==> src/rtl/pulse_scheduler.sv <==
// Multi-channel delayed-event scheduler: prescaled base tick, per-channel
// countdown, and a round-robin valid/ready event output.
module pulse_scheduler #(
  parameter int NCH       = 4,
  parameter int DIV_COUNT = 25,
  parameter int DW        = 8
) (
  input  logic                    clk50,
  input  logic                    rst,
  input  logic [NCH-1:0]          req,
  input  logic [NCH*DW-1:0]       delay,
  output logic [NCH-1:0]          ack,
  output logic [NCH-1:0]          busy,
  output logic                    tick,
  output logic                    evt_valid,
  output logic [$clog2(NCH)-1:0]  evt_id,
  input  logic                    evt_ready
);

  localparam int IW = $clog2(NCH);
  localparam int CW = $clog2(DIV_COUNT) + 1;

  typedef enum logic [1:0] {
    IDLE    = 2'd0,
    ARMED   = 2'd1,
    PENDING = 2'd2
  } ch_state_t;

  ch_state_t       r_st  [NCH];
  logic [DW-1:0]   r_rem [NCH];
  logic [NCH-1:0]  r_ack;
  logic [CW-1:0]   r_cnt;
  logic            r_valid;
  logic [IW-1:0]   r_id;
  logic [IW-1:0]   r_rr;

  logic            w_tick;
  logic            w_xfer;
  logic            w_found;
  logic [IW-1:0]   w_pick;
  logic [IW-1:0]   w_idx;
  int              w_sum;
  logic [NCH-1:0]  w_pend;
  logic [NCH-1:0]  w_busy;

  assign w_tick = (r_cnt == CW'(DIV_COUNT));
  assign w_xfer = r_valid && evt_ready;

  always_ff @(posedge clk50) begin
    if (rst || w_tick) begin
      r_cnt <= '0;
    end else begin
      r_cnt <= r_cnt + 1'b1;
    end
  end

  always_comb begin
    w_pend = '0;
    w_busy = '0;
    for (int i = 0; i < NCH; i++) begin
      w_pend[i] = (r_st[i] == PENDING);
      w_busy[i] = (r_st[i] != IDLE);
    end
  end

  // Round-robin scan starting at r_rr, wrapping at NCH.
  always_comb begin
    w_found = 1'b0;
    w_pick  = '0;
    w_sum   = 0;
    w_idx   = '0;
    for (int k = 0; k < NCH; k++) begin
      w_sum = int'(r_rr) + k;
      if (w_sum >= NCH) begin
        w_sum = w_sum - NCH;
      end
      w_idx = IW'(w_sum);
      if (!w_found && w_pend[w_idx]) begin
        w_found = 1'b1;
        w_pick  = w_idx;
      end
    end
  end

  always_ff @(posedge clk50) begin
    if (rst) begin
      r_ack <= '0;
      for (int i = 0; i < NCH; i++) begin
        r_st[i]  <= IDLE;
        r_rem[i] <= '0;
      end
    end else begin
      for (int i = 0; i < NCH; i++) begin
        r_ack[i] <= 1'b0;
        unique case (r_st[i])
          IDLE: begin
            if (req[i]) begin
              r_ack[i] <= 1'b1;
              r_rem[i] <= delay[i*DW +: DW];
              r_st[i]  <= (delay[i*DW +: DW] == '0) ? PENDING : ARMED;
            end
          end
          ARMED: begin
            if (w_tick) begin
              r_rem[i] <= r_rem[i] - 1'b1;
              if (r_rem[i] == DW'(1)) begin
                r_st[i] <= PENDING;
              end
            end
          end
          PENDING: begin
            if (w_xfer && r_id == IW'(i)) begin
              r_st[i] <= IDLE;
            end
          end
          default: r_st[i] <= IDLE;
        endcase
      end
    end
  end

  // Selection only while idle keeps evt_id stable across backpressure.
  always_ff @(posedge clk50) begin
    if (rst) begin
      r_valid <= 1'b0;
      r_id    <= '0;
      r_rr    <= '0;
    end else if (w_xfer) begin
      r_valid <= 1'b0;
      r_rr    <= (r_id == IW'(NCH-1)) ? '0 : r_id + 1'b1;
    end else if (!r_valid && w_found) begin
      r_valid <= 1'b1;
      r_id    <= w_pick;
    end
  end

  assign ack       = r_ack;
  assign busy      = w_busy;
  assign tick      = w_tick;
  assign evt_valid = r_valid;
  assign evt_id    = r_id;

endmodule

==> config.mk <==
export PLATFORM = sky130hd
export DESIGN_NAME = pulse_scheduler
export DESIGN_NICKNAME = d
export VERILOG_FILES = /design/src/rtl/pulse_scheduler.sv
export SDC_FILE = /design/constraint.sdc
export NUM_CORES = 1
export LEC_CHECK = 0
export BUFFER_PORTS_ARGS = -buffer_cell sky130_fd_sc_hd__buf_4
export CAP_MARGIN = 20
export CORE_ASPECT_RATIO = 1.25
export CORE_MARGIN = 2
export CORE_UTILIZATION = 63
export CTS_BUF_LIST = sky130_fd_sc_hd__clkbuf_8
export DETAILED_ROUTE_END_ITERATION = 8
export GPL_TIMING_DRIVEN = 1
export PLACE_DENSITY = 0.88
export SLEW_MARGIN = 30
export SYNTH_ARGS = -nofsm -noshare
export SYNTH_HDL_FRONTEND = slang
export SYNTH_SLANG_ARGS = --single-unit
==> constraint.sdc <==
create_clock -name clk50 -period 5.5 [get_ports clk50]
set_input_delay 0.275 -clock clk50 [delete_from_list [all_inputs] [get_ports clk50]]
set_output_delay 0.275 -clock clk50 [all_outputs]
set_load 0.02 [all_outputs]
# --- Word-level counts from Yosys, hierarchy flattened ---
# Memory sizes are Yosys's and may differ from the RTL's.
# Cells that the tools add are included.
word_totals:
  regBits: 15
  wordCells: 230
  memories: 2
  input_bits: 39
  mem_bits_rw: 40
memory_table:
  columns: ["name", "words", "width", "rd", "rd_ports_with_merged_regs", "wr", "line", "source"]
  rows:
  - ["r_rem", 4, 8, 4, 0, 4, "30", "logic [DW-1:0] r_rem [NCH];"]
  - ["r_st", 4, 2, 4, 0, 4, "29", "ch_state_t r_st [NCH];"]
op_classes:
  bitwise: 25
  n_eq_ne: 16
  reduce_logical: 33
  addsub: 13
  muxes: 128
  order_cmp: 8
op_table:
  columns: ["op", "count"]
  rows:
  - ["$mux 1", 87]
  - ["$mux 8", 8]
  - ["$mux 2", 29]
  - ["$eq 8x1->1 const B", 4]
  - ["$logic_not 8->1", 4]
  - ["$sub 8x1->8 const B", 4]
  - ["$or 1x1->1", 24]
  - ["$eq 2x2->1 const B", 6]
  - ["$lt 2x3->1 const B", 4]
  - ["$reduce_or 3->1", 4]
  - ["$eq 2x1->1 const B", 5]
  - ["$logic_not 2->1", 5]
  - ["$ge 3x3->1 const B", 3]
  - ["$logic_and 1x1->1", 9]
  - ["$bmux 1 s2", 4]
  - ["$reduce_bool 2->1", 4]
  - ["$sub 2x1->2 const B", 4]
  - ["$add 2x2->3 const B", 2]
  - ["$add 6x1->6 const B", 1]
  - ["$eq 6x5->1 const B", 1]
  - ["$logic_not 1->1", 4]
  - ["$add 2x1->3 const B", 1]
  - ["$ge 2x3->1 const B", 1]
  - ["$add 2x1->2 const B", 1]
  - ["other kinds (4)", 4]

# --- Logic depth before layout (Yosys ltp) ---
# Gate-level depths: netlist of the first run.
depth:
  depth_word: 16
  mapped_depth: 7
  mapped_depth_nobuf: 6

# --- Worst setup path before layout of the first run ---
# No wires, ideal clock.
synth_path:
  kind: "register to register"
  from: "register r_cnt[0]"
  to: "memory r_rem[3][0], enable pin"
  n_path_buf: 1
  required_ns: 5.126
  synth_period_minus_slack_ns: 2.056
  setup_slack_ns: 3.444
  stages_incl_launch_ff: 7
  t_arrival_ns: 1.682
  setup_ns: 0.374
  path_cell_list: "dfxtp_1 ha_1 and4b_2 and2_1 buf_2 a21oi_1 o21ai_1"
synth_lines:
  columns: ["element", "line", "source"]
  rows:
  - ["start: declaration", "32", "logic [CW-1:0] r_cnt;"]
  - ["start signal: assignment", "53", "r_cnt <= r_cnt + 1'b1;"]
  - ["end: declaration", "30", null]

==> impl_metrics.toml, run 1 <==
[layout]
final_layout_size_suffix_gt1_frac = 0.1877
finalNonFillerCells = 433
diodes = 0
nets = 425
area_growth_pct = 18.33

[clock_network]
cts_hold_buf = 0
cts_root_buf = "clkbuf_8"
cts_buffers = 5
clk_pin_slew_worst_paths_ns = 0.10
clk_latency_ns = 0.31
post-cts-setup-buffer-count = 0
cts_sinks = 55
cts_tree = "done"
cts_resized = 0
htree_levels = 2
cts_buffer_depth = 2

[synth]
synthTopCellsByCount = "nand2_1, edfxtp_1, o21ai_0"
synth_cell_types = 44
synth.area.top_cells = "edfxtp_1, dfxtp_1, nand2_1, ha_1, xnor2_1"
syn-cell-area_sq_mm = 0.003125
ys_seq_elements = 55
synth.yosys.seq_area_share = 0.4804
synth_fp_nets = 375
netlist_instances = 322
synth.most_common_cell = "nand2_1"
synth.top_cell.area_share = 0.3843
async_reset_ff_frac = 0
ys_warn_count = 0
yosysTopAreaCell = "edfxtp_1"
synth_edf_count = 40
avgSynthCellArea_sq_um = 9.707
synth_top_flop_cell = "edfxtp_1"

[grt]
antenna_found_initial = 0
grt_usage = 0.2520
grt_pass1_wl_mm = 10.44
overflow = 0
grt_max_degree = 23
grt_pass1_vias = 2430

[setup_path]
critPathCaptureType = "flip-flop"
worstSetupStartpoint = "r_cnt[0]"
cp_data_arrival_time_ns = 2.31
cp_max_fo = 12
crit_path_start_kind = "flip-flop"
ff2ff_setup_slack_ns = 3.14
cp.required_ns = 5.45
r2r_end = "r_rem[3][2]"
path_class = "reg -> reg"
r2r_cells = 5
rr_startpoint = "r_cnt[0]"
endpoint = "r_rem[3][2]"

[placement]
dp_slack_ns = 3.206
numPortBuffers = 50
gp_congestion = 0.8493
place_inst = 425
dp_hpwl_mm = 4.866

[die]
core_area_sq_mm = 0.004765
fp-row-count = 28
die-area_sq_mm = 0.005544
io_pins = 51
start_util = 0.6560
fp.dieW_um = 67
die_h_um = 82.75

[run_status]
status = "completed"

[detailed_routing]
postRouteAntennaNets = 0
wirelength_mm = 6.490
vias = 2502
dr.pass1.iters = 4
wl_per_cell_um = 14.99
drc = 0
drt_iter0_markers = 189
routed_via_density = 5.778

[sta]
timing.final.hold_violations = 0
period_share = 0.4294
finalSetupViolations = 0
fin_setup_tns_ns = 0
tightest_slew_ns = 0.7431
fin_crit_ns = 2.362
fin_skew_ns = 0.003972
max_slew_margin = 0.5013
setup_slack_ns = 3.138
fmax_mhz = 423.4
rsz0062_at_grt = "false"
slew_violations = 0

[min_path]
hold_class = "in -> reg"

[pwr]
power_mw = 1.031
power_leakage_nw = 1.450
power.density_mw_per_mm2 = 278.7
irDropWorstVdd_uv = 242.4

[job]
maxCapViolCount = 0
==> layout by cell type (no fill, tap or decap), types with 7 or more instances in the layout <==
| cell type | netlist | routed |
|---|---|---|
| o21ai_0 | 19 | 19 |
| nor2_1 | 14 | 14 |
| xor2_1 | 10 | 10 |
| buf_4 | 0 | 51 |
| nor4_1 | 9 | 9 |
| nand3_1 | 8 | 8 |
| nand2_1 | 54 | 54 |
| inv_1 | 17 | 17 |
| ha_1 | 14 | 14 |
| dfxtp_1 | 15 | 15 |
| nand2b_1 | 7 | 7 |
| xnor2_1 | 18 | 18 |
| edfxtp_1 | 40 | 40 |
| nor3_1 | 14 | 14 |
| o21ai_1 | 15 | 15 |
==> registers in the layout (all words and copies together) (netlist names) <==
signal / cells
ack: 4
r_rem: 32
evt_id: 2
r_st: 8
evt_valid: 1
r_cnt: 6
r_rr: 2
==> per-stage QoR <==
step | utilization | hold slack, ns | area (sq um)
finish | 0.7763 | 0.2403 | 3699
global route | 0.7763 | 0.2477 | 3699
CTS | 0.7742 | 0.2389 | 3689
detailed placement | 0.7455 | 0.4905 | 3552
global placement | 0.7445 | 0.4763 | 3547
floorplan | - | 0.4351 | 3126
==> power breakdown <==
part,switching (mW),internal [mW]
sequential,0.0373,0.484
combinational,0.103,0.0911
clock,0.134,0.181
total,0.274,0.757
==> cell families (layout without fill, tap and decap cells) <==
logic type / count (synthesis) / count (layout) / share of synthesized area
buffers and inverters: 25 / 76 / 0.03202
XOR/XNOR: 28 / 28 / 0.07846
AND/OR/NAND/NOR: 144 / 144 / 0.2478
adder cells (fa/ha/maj): 14 / 14 / 0.05605
AO/OA/AOI/OAI: 56 / 56 / 0.1053
flip-flops: 55 / 55 / 0.4804
==> final cells by class <==
cell class | count | area (sq um)
inverter | 17 | 63.81
clock inverter | 3 | 67.56
sequential | 55 | 1501
clock buffer | 5 | 68.82
multi-input combinational | 242 | 1539
tap | 60 | 75.07
timing repair buffer | 51 | 382.9
fill | 339 | 1066
==> worst min-delay path by stage <==
stage          startpoint           to  slack [ns]  cells past startpoint
3_5_place_dp     r_cnt[0]     r_cnt[0]        0.49                      1
5_1_grt         delay[19]  r_rem[2][3]        0.25                      3
4_1_cts         delay[25]  r_rem[3][1]        0.24                      3
2_1_floorplan   evt_ready      r_rr[1]        0.44                      2
3_3_place_gp     r_cnt[0]     r_cnt[0]        0.48                      1
6_report        delay[25]  r_rem[3][1]        0.24                      3
==> layer usage <==
metal,share of wire,routed length (um),GRT usage
met3,0.051,334,0.05149
met2,0.51,3316,0.4475
met1,0.42,2708,0.2919
met5,0,0,0
met4,0.020,131,0.1082
==> critical path, cell delays in order (launching register included) <==
cell and delay [ns]:
dfxtp_1 0.40, ha_1 0.17, and4b_2 0.30, and2_1 0.41
a21oi_1 0.13, o21ai_1 0.60
No activity file was read; power rests on OpenSTA's default activity.
==> run 2, diff against run 1 <==
Settings changed: CORE_UTILIZATION 63 to 59, PLACE_DENSITY 0.88 to 0.83.
Clock period 5.5 ns to 2.4 ns, I/O delays scaled along.
==> impl_metrics.toml, run 2 (synthesized netlist as in run 1, its figures left out) <==
[run_status]
status = "completed"

[setup_path]
crit_path_start_kind = "flip-flop"
cpMostUsedCell = "nand2_1"
rr_startpoint = "r_cnt[0]"
cp_max_fo = 12
critPathCaptureType = "flip-flop"
crit_slowest_cell = "and2_1"
crit_chain = "ha_1 -> and4b_2 -> and2_1 -> nand2_1 -> nand2_1"
cp_data_arrival_time_ns = 2.17
worstSetupStartpoint = "r_cnt[0]"
r2r_cells = 5
path_class = "reg -> reg"
cp.required_ns = 2.38
max_stage_delay_ns = 0.43

[grt]
grt_pass1_vias = 2374
overflow = 0
grt_max_degree = 23
grt_usage = 0.2136
grt_pass1_wl_mm = 10.18
antenna_found_initial = 0

[detailed_routing]
routed_via_density = 5.590
wl_per_cell_um = 14.08
postRouteAntennaNets = 0
drc = 0
drt_iter0_markers = 223
vias = 2454
dr.pass1.iters = 4
wirelength_mm = 6.183

[placement]
numPortBuffers = 50
place_inst = 431
dp_hpwl_mm = 4.794
gp_congestion = 0.7847
dpl_cell_area_sq_mm = 0.003580

[sta]
period_share = 0.9132
slew_violations = 0
fin_skew_ns = 0.009702
finalSetupViolations = 0
whs_ns = 0.1038
max_slew_margin = 0.5701
rsz0062_at_grt = "false"
fmax_mhz = 456.3
fin_crit_ns = 2.192
fin_setup_tns_ns = 0
tightest_slew_ns = 0.6390
timing.final.hold_violations = 0

[clock_network]
cts_buffer_depth = 2
clk_pin_slew_worst_paths_ns = 0.09
clk_latency_ns = 0.30
cts_sinks = 55
cts_tree = "done"
cts_root_buf = "clkbuf_8"
htree_levels = 2
cts_resized = 0
cts_hold_buf = 0
cts_buffers = 5
post-cts-setup-buffer-count = 0

[min_path]
hold_depth = 3
hold_class = "in -> reg"
min_from = "delay[0]"

[layout]
area_growth_pct = 17.93
seq_area_sq_mm = 0.001501
reg_top3 = "r_rem x32, r_st x8, r_cnt x6"
final_cell_mix = "buf_4, nand2_1, edfxtp_1"
largest_reg_flops = 32
fin_util = 0.7256
layout_commonest_cell = "buf_4"
finalNonFillerCells = 439
final_layout_size_suffix_gt1_frac = 0.1830
nets = 429
top_register = "r_rem"
final_cell_area_sq_mm = 0.003686
multi_input_area_sq_mm = 0.001524
fillers = 389
diodes = 0

[die]
die-area_sq_mm = 0.005899
fp.dieW_um = 69.10
io_pins = 51
fp-row-count = 29
core_area_sq_mm = 0.005080
start_util = 0.6153
die_h_um = 85.38

[job]
maxCapViolCount = 0

[pwr]
power_leakage_nw = 1.462
irDropWorstVdd_uv = 444.7
power.density_mw_per_mm2 = 599.8
[run 2: layout make-up]
class / instances / share of cell area
Clock buffer: 5 / 0.01867
Inverter: 17 / 0.01731
Clock inverter: 3 / 0.01018
Timing Repair Buffer: 55 / 0.1120
Sequential cell: 55 / 0.4073
Tap cell: 62 / 0.02105
Multi-Input combinational cell: 242 / 0.4134
[run 2: per-stage QoR]
| step | setup slack, ns | power [mW] |
|---|---|---|
| after global routing | 0.1253 | 2.325 |
| final | 0.2083 | 2.211 |
| after detailed placement | 0.2180 | 1.655 |
| after global placement | 0.3189 | 1.646 |
| after floorplan | 0.3444 | 1.484 |
| after CTS | 0.2080 | 2.227 |
[run 2: critical path, delay by kind of cell, from the launching register on]
family,cells,cell delay (ns)
and+or+nand+nor,4,1.31
DFF,1,0.39
adders and majority gates,1,0.16
[run 2: path summary, 6_finish.rpt]
| kind | slack (ns) | to |
|---|---|---|
| setup / recovery | 0.21 | r_rem[2][6] |
| hold reg to reg | 0.51 | r_cnt[0] |
| setup reg to reg | 0.21 | r_rem[2][6] |
| hold / removal | 0.10 | r_rem[0][0] |
[run 2: per-layer routing]
metal,share of wire,global-route usage,vias to the layer above
met3,0.038,0.03207,8
met5,0,0,-
met1,0.44,0.2730,1129
li1,-,-,1256
met2,0.51,0.3733,61
met4,0.017,0.06952,0
[run 2: power breakdown]
part / leakage, nW / switching, mW / internal, mW
clock: 0.0607 / 0.270 / 0.304
combinational: 0.853 / 0.230 / 0.214
sequential: 0.548 / 0.0838 / 1.11
